[config.mk]
export PLATFORM = sky130hd
export DESIGN_NAME = grf_wb_flat
export DESIGN_NICKNAME = d
export VERILOG_FILES = /design/src/rtl/cpu_defs.sv /design/src/rtl/grf_wb_if.sv /design/src/rtl/grf_wb_read_port.sv /design/src/rtl/grf_wb.sv /design/src/flat_wrapper.sv
export SDC_FILE = /design/constraint.sdc
export NUM_CORES = 2
export LEC_CHECK = 0
export CORE_MARGIN = 4
export CORE_UTILIZATION = 46
export CTS_CLUSTER_SIZE = 16
export DETAILED_ROUTE_END_ITERATION = 10
export HOLD_SLACK_MARGIN = 0.06
export PLACE_DENSITY_LB_ADDON = 0.05
export REMOVE_ABC_BUFFERS = 1
export SLEW_MARGIN = 15
export SYNTH_ARGS = -nofsm -noshare
export SYNTH_HDL_FRONTEND = slang
export SYNTH_SLANG_ARGS = --single-unit
[constraint.sdc]
create_clock -name clk -period 2.9 [get_ports clk]
set_input_delay 0.58 -clock clk [delete_from_list [all_inputs] [get_ports clk]]
set_output_delay 0.58 -clock clk [all_outputs]
set_load 0.02 [all_outputs]
[src/rtl/cpu_defs.sv]
// cpu_defs: datapath widths and architectural register names shared across
// the GRF, the M/W pipeline register and the hazard unit.
`default_nettype none

package cpu_defs;

  localparam int DATA_W = 32;
  localparam int ADDR_W = 5;

  localparam logic [4:0] REG_ZERO = 5'd0;
  localparam logic [4:0] REG_RA   = 5'd31;

endpackage

`default_nettype wire

[src/rtl/grf_wb_if.sv]
// grf_wb_if: W-stage write, D-stage read ports, and write-trace record of the GRF.
`default_nettype none

interface grf_wb_if #(
  parameter int DATA_W = cpu_defs::DATA_W,
  parameter int ADDR_W = cpu_defs::ADDR_W
);

  logic              we_W;
  logic [DATA_W-1:0] a_PC_W;
  logic [ADDR_W-1:0] a_WB_W;
  logic [DATA_W-1:0] v_WB_W;
  logic [ADDR_W-1:0] ra1_D;
  logic [ADDR_W-1:0] ra2_D;
  logic [DATA_W-1:0] rd1_D;
  logic [DATA_W-1:0] rd2_D;
  logic              trace_valid;
  logic [DATA_W-1:0] trace_pc;
  logic [ADDR_W-1:0] trace_addr;
  logic [DATA_W-1:0] trace_data;
  logic [31:0]       wr_count;

  modport master (
    output we_W, a_PC_W, a_WB_W, v_WB_W, ra1_D, ra2_D,
    input  rd1_D, rd2_D, trace_valid, trace_pc, trace_addr, trace_data, wr_count
  );

  modport slave (
    input  we_W, a_PC_W, a_WB_W, v_WB_W, ra1_D, ra2_D,
    output rd1_D, rd2_D, trace_valid, trace_pc, trace_addr, trace_data, wr_count
  );

endinterface

`default_nettype wire

[src/rtl/grf_wb_read_port.sv]
// grf_read_port: one combinational GRF read port with zero/range check and
// optional same-cycle W-stage forwarding.
`default_nettype none

module grf_read_port #(
  parameter int DATA_W = cpu_defs::DATA_W,
  parameter int ADDR_W = cpu_defs::ADDR_W,
  parameter int NREG   = 32,
  parameter int BYPASS = 1
) (
  input  logic [ADDR_W-1:0] ra,
  input  logic              we,
  input  logic [ADDR_W-1:0] wa,
  input  logic [DATA_W-1:0] wv,
  input  logic [DATA_W-1:0] regs [NREG],
  output logic [DATA_W-1:0] rd
);

  always_comb begin
    rd = '0;
    // Index 0 and indices beyond the array read as zero, never forwarded.
    if (ra != '0 && int'(ra) < NREG) begin
      if (BYPASS != 0 && we && wa == ra) begin
        rd = wv;
      end else begin
        rd = regs[ra];
      end
    end
  end

endmodule

`default_nettype wire

[src/rtl/grf_wb.sv]
// grf_wb: W-stage general register file with two forwarding D-stage read ports,
// a one-shot write-trace record and a committed-write counter.
`default_nettype none

module grf_wb #(
  parameter int DATA_W = cpu_defs::DATA_W,
  parameter int ADDR_W = cpu_defs::ADDR_W,
  parameter int NREG   = 32,
  parameter int BYPASS = 1
) (
  input  logic     clk,
  input  logic     reset,
  grf_wb_if.slave  bus
);

  logic [DATA_W-1:0] regs [NREG];
  logic              commit;
  logic              trace_valid;
  logic [DATA_W-1:0] trace_pc;
  logic [ADDR_W-1:0] trace_addr;
  logic [DATA_W-1:0] trace_data;
  logic [31:0]       wr_cnt;

  // Writes to index 0 or past the array are silently dropped.
  assign commit = bus.we_W && (bus.a_WB_W != '0) && (int'(bus.a_WB_W) < NREG);

  always_ff @(posedge clk or negedge reset) begin
    if (!reset) begin
      for (int i = 0; i < NREG; i++) begin
        regs[i] <= '0;
      end
    end else if (commit) begin
      regs[bus.a_WB_W] <= bus.v_WB_W;
    end
  end

  always_ff @(posedge clk or negedge reset) begin
    if (!reset) begin
      trace_valid <= 1'b0;
      trace_pc    <= '0;
      trace_addr  <= '0;
      trace_data  <= '0;
      wr_cnt      <= '0;
    end else begin
      trace_valid <= commit;
      if (commit) begin
        trace_pc   <= bus.a_PC_W;
        trace_addr <= bus.a_WB_W;
        trace_data <= bus.v_WB_W;
        wr_cnt     <= wr_cnt + 32'd1;
      end
    end
  end

  grf_read_port #(
    .DATA_W (DATA_W),
    .ADDR_W (ADDR_W),
    .NREG   (NREG),
    .BYPASS (BYPASS)
  ) u_rp1 (
    .ra   (bus.ra1_D),
    .we   (bus.we_W),
    .wa   (bus.a_WB_W),
    .wv   (bus.v_WB_W),
    .regs (regs),
    .rd   (bus.rd1_D)
  );

  grf_read_port #(
    .DATA_W (DATA_W),
    .ADDR_W (ADDR_W),
    .NREG   (NREG),
    .BYPASS (BYPASS)
  ) u_rp2 (
    .ra   (bus.ra2_D),
    .we   (bus.we_W),
    .wa   (bus.a_WB_W),
    .wv   (bus.v_WB_W),
    .regs (regs),
    .rd   (bus.rd2_D)
  );

  assign bus.trace_valid = trace_valid;
  assign bus.trace_pc    = trace_pc;
  assign bus.trace_addr  = trace_addr;
  assign bus.trace_data  = trace_data;
  assign bus.wr_count    = wr_cnt;

endmodule

`default_nettype wire
[src/flat_wrapper.sv]
// flat-port wrapper written by rule: the top's interface ports become plain ports
module grf_wb_flat 
#(
  parameter int DATA_W = cpu_defs::DATA_W,
  parameter int ADDR_W = cpu_defs::ADDR_W,
  parameter int NREG   = 32,
  parameter int BYPASS = 1
)
  (clk, reset, bus_we_W, bus_a_PC_W, bus_a_WB_W, bus_v_WB_W, bus_ra1_D, bus_ra2_D, bus_rd1_D, bus_rd2_D, bus_trace_valid, bus_trace_pc, bus_trace_addr, bus_trace_data, bus_wr_count);
  grf_wb_if #(.DATA_W(DATA_W), .ADDR_W(ADDR_W)) bus_i ();
  input  logic clk;
  input  logic reset;
  input wire logic [$bits(bus_i.we_W)-1:0] bus_we_W;
  input wire logic [$bits(bus_i.a_PC_W)-1:0] bus_a_PC_W;
  input wire logic [$bits(bus_i.a_WB_W)-1:0] bus_a_WB_W;
  input wire logic [$bits(bus_i.v_WB_W)-1:0] bus_v_WB_W;
  input wire logic [$bits(bus_i.ra1_D)-1:0] bus_ra1_D;
  input wire logic [$bits(bus_i.ra2_D)-1:0] bus_ra2_D;
  output wire logic [$bits(bus_i.rd1_D)-1:0] bus_rd1_D;
  output wire logic [$bits(bus_i.rd2_D)-1:0] bus_rd2_D;
  output wire logic [$bits(bus_i.trace_valid)-1:0] bus_trace_valid;
  output wire logic [$bits(bus_i.trace_pc)-1:0] bus_trace_pc;
  output wire logic [$bits(bus_i.trace_addr)-1:0] bus_trace_addr;
  output wire logic [$bits(bus_i.trace_data)-1:0] bus_trace_data;
  output wire logic [$bits(bus_i.wr_count)-1:0] bus_wr_count;
  assign bus_i.we_W = bus_we_W;
  assign bus_i.a_PC_W = bus_a_PC_W;
  assign bus_i.a_WB_W = bus_a_WB_W;
  assign bus_i.v_WB_W = bus_v_WB_W;
  assign bus_i.ra1_D = bus_ra1_D;
  assign bus_i.ra2_D = bus_ra2_D;
  assign bus_rd1_D = bus_i.rd1_D;
  assign bus_rd2_D = bus_i.rd2_D;
  assign bus_trace_valid = bus_i.trace_valid;
  assign bus_trace_pc = bus_i.trace_pc;
  assign bus_trace_addr = bus_i.trace_addr;
  assign bus_trace_data = bus_i.trace_data;
  assign bus_wr_count = bus_i.wr_count;
  grf_wb #(.DATA_W(DATA_W), .ADDR_W(ADDR_W), .NREG(NREG), .BYPASS(BYPASS)) u_core (.clk(clk), .reset(reset), .bus(bus_i));
endmodule
==> impl_metrics.env <==
export IMPL_outcome="complete, but fails checks"
export IMPL_failing_checks="negative setup slack"
export IMPL_area_delta_synth_final_pct=28.0
export IMPL_timing_setup_tns_ps=-11100
export IMPL_worstPathMaxFanout=7
export IMPL_grt_remaining_overflow=0
export IMPL_num_rows=131
export IMPL_cts_tree="built"
export IMPL_worst_ep_required_time_ps=2320
export IMPL_die_w_microns=368
export IMPL_dpl_worst_slack_ps=-1090
export IMPL_ctsLongestPathBuffers=3
export IMPL_placed_cells_incl_taps=6235
export IMPL_timing_hold_ws_ps=197
export IMPL_synth_top_flop_cell="dfrtp_1"
export IMPL_setup_worst_path_end_class="output pin"
export IMPL_maxSlewViolCount=0
export IMPL_clock_tree_htree_level_count=4
export IMPL_antenna_found_initial=1
export IMPL_layout_drive_gt1_share_pct=56.0
export IMPL_worstHoldPathType="in -> reg"
export IMPL_rsz0062_at_grt="yes"
export IMPL_slew_limit_headroom_pct=45.3
export IMPL_chip_height_microns=368
export IMPL_grt_max_degree=106
export IMPL_top_layer="met4"
export IMPL_mostFrequentLayoutCell="dfrtp_1"
export IMPL_design_die_area_sq_mm=0.136
export IMPL_powerDensity_mw_per_mm2=655
export IMPL_placedInstanceArea_sq_mm=0.0686
export IMPL_synth_edf_count=0
export IMPL_worst_path_max_delay_cell="mux4_2"
export IMPL_finish_net_count=4842
export IMPL_post_layout_total_power_mw=50.0
export IMPL_final_hold_viol_count=0
export IMPL_clock_skew_final_ps=13.8
export IMPL_worst_ir_drop_vdd_v=0.000569
export IMPL_maxCapViolations=0
export IMPL_finalSetupViolations=64
export IMPL_grt_first_pass_wirelength_microns=309000
export IMPL_grt_total_usage_pct=31.3
export IMPL_crit_path_cell_trace="bufbuf_16, buf_12, buf_6, mux4_2, mux4_2, nor2_4, a21oi_2, a22o_4, buf_6"
export IMPL_post_route_period_util_pct=114
export IMPL_num_fill_cells=10200
export IMPL_routabilityCongestion=0.860
export IMPL_worst_pin_slew_ps=814
export IMPL_synthArstFlopShare_pct=100
export IMPL_synth_cell_types=69
export IMPL_synth_seq_cells=1126
export IMPL_design_area_sq_mm=0.0763
export IMPL_timing_worst_setup_path_type="in -> out"
export IMPL_met2_routed_wirelength_microns=101000
export IMPL_worst_path_clk_slew_ps=50
export IMPL_arrival_ps=2710
export IMPL_avgRoutedWirePerCell_microns=32.3
export IMPL_io_pins=248
export IMPL_wl_microns=213000
export IMPL_coreArea_sq_mm=0.128
export IMPL_start_util_pct=46.5
export IMPL_dpl_hpwl_microns=138000
export IMPL_synth_warnings=0
export IMPL_viasPerCell=6.27
export IMPL_mostFrequentLayoutCells="1124 x dfrtp_1, 1010 x mux2_2, 481 x mux4_2, 436 x buf_4, 271 x nand2_1"
export IMPL_fin_ws_ps=-393
export IMPL_detailedRoute_firstIterationViolations=3498
export IMPL_drt_drc_violations_left=0
export IMPL_setup_worst_path_start_class="primary input"
export IMPL_routed_wl_met3_microns=13300
export IMPL_cts_num_sinks=1126
export IMPL_finish_utilization_pct=59.6
export IMPL_detail_route_antenna_nets=0
export IMPL_cts_root_buf="clkbuf_16"
export IMPL_syn_mean_instance_area_sq_um=14.4
export IMPL_portBuffers=247
export IMPL_clkLatencyLatePin_ps=760
export IMPL_synth_seq_area_share_pct=47.2
export IMPL_synthesized_area_sq_mm=0.0597
export IMPL_netlist_instances=4144
export IMPL_final_min_clock_period_ps=3290
export IMPL_critical_path_max_stage_delay_ps=520
export IMPL_stdcell_count=6587
export IMPL_drtPass1Iterations=5
export IMPL_num_cts_buffers=134
export IMPL_max_clock_freq_mhz=304
export IMPL_vias_in_the_first_global_route=42400
export IMPL_power_leakage_nw=33.8
export IMPL_vias=41300
export IMPL_m1WireLength_microns=89600
## sequential cells by signal, summed over array words and instances, names as in the netlist
register / count
u_core.regs: 1024
u_core.bus.trace_data: 32
u_core.bus.trace_addr: 5
u_core.bus.trace_pc: 32
u_core.bus.wr_count: 32
u_core.bus.trace_valid: 1
## cell usage after synthesis (5+ instances only)
| library cell | number | area share, % |
|---|---|---|
| a21oi_1 | 85 | 0.71 |
| a221o_1 | 24 | 0.40 |
| a221oi_1 | 33 | 0.48 |
| a22oi_1 | 27 | 0.34 |
| a32oi_1 | 6 | 0.088 |
| and3_1 | 5 | 0.052 |
| and4_1 | 5 | 0.073 |
| buf_1 | 51 | 0.32 |
| buf_2 | 118 | 0.99 |
| buf_4 | 40 | 0.50 |
| buf_6 | 24 | 0.45 |
| clkbuf_1 | 207 | 1.3 |
| dfrtp_1 | 1126 | 47 |
| inv_1 | 6 | 0.038 |
| mux2_1 | 14 | 0.26 |
| mux2_2 | 1011 | 19 |
| mux2i_1 | 228 | 3.8 |
| mux4_2 | 481 | 18 |
| nand2_1 | 287 | 1.8 |
| nand2b_1 | 7 | 0.073 |
| nand3_1 | 37 | 0.31 |
| nand4_1 | 12 | 0.13 |
| nor2_1 | 69 | 0.43 |
| nor2b_1 | 5 | 0.052 |
| nor3_1 | 5 | 0.042 |
| nor4_2 | 5 | 0.10 |
| o211ai_1 | 9 | 0.11 |
| o21ai_0 | 52 | 0.44 |
| o21ai_1 | 5 | 0.042 |
| o22ai_1 | 36 | 0.38 |
| or2_2 | 7 | 0.073 |
| or3_1 | 6 | 0.063 |
| xnor2_1 | 30 | 0.44 |
| xor2_1 | 11 | 0.16 |
## layer usage
metal,up-vias,GRT usage [%]
met3,388,5.29
met1,22400,43.1
li1,17000,-
met4,0,11.6
met2,1476,50.2
met5,-,0
## path summary, 6_finish.rpt
path / slack, ps / start / end / cells past startpoint
setup / recovery: -390 / bus_ra1_D[0] / bus_rd1_D[16] / 9
max in group asynchronous: 1470 / reset / u_core.regs[811]$_DFFE_PN0P_ / 4
hold reg to reg: 400 / u_core.regs[1019]$_DFFE_PN0P_ / u_core.regs[1019]$_DFFE_PN0P_ / 0
setup reg to reg: 700 / u_core.bus.wr_count[11]$_DFFE_PN0P_ / u_core.bus.wr_count[31]$_DFFE_PN0P_ / 5
hold / removal: 200 / bus_a_WB_W[4] / u_core.bus.trace_addr[4]$_DFFE_PN0P_ / 4
min in group asynchronous: 350 / reset / u_core.regs[510]$_DFFE_PN0P_ / 2
## cells by family after synthesis
group / Yosys count / synth area share (%)
compound gates: 319 / 3.61
flops: 1126 / 47.2
xor+xnor: 41 / 0.602
fa+ha+maj: 1 / 0.0210
mux: 1734 / 41.3
buf+inv: 457 / 3.81
simple gates: 466 / 3.40
## critical path, delay by kind of cell
family	cells	cell delay (ps)
mux	2	1020
buf+inv	4	680
simple gates	1	110
compound gates	2	290
## repair_timing
item / CTS / global route
buffers inserted: 100 / 19
pin swaps: 99 / 55
hold buffers: 1 / 0
gates cloned: 13 / 8
endpoints found under the hold margin: 19 / 0
setup endpoints to repair: 64 / 64
resized for setup: 609 / 180
## where the power goes
part	switching, mW	total [mW]	internal (mW)
registers	2.12	20.7	18.6
logic	4.73	11.6	6.87
clock network	6.88	17.7	10.8
## final cells by class
| cell class | instances | area (sq um) | share of cell area, % |
|---|---|---|---|
| inverter | 10 | 58.8 | 0.0770 |
| clock inverter | 45 | 642 | 0.841 |
| timing repair buffer | 926 | 10700 | 14.0 |
| antenna | 1 | 2.50 | 0.00328 |
| clock buffer | 189 | 3940 | 5.16 |
| multi-input combinational | 2561 | 30700 | 40.2 |
| sequential | 1126 | 28200 | 36.9 |
| tap | 1729 | 2160 | 2.83 |
Note: power is estimated with default switching activity, not from simulation.
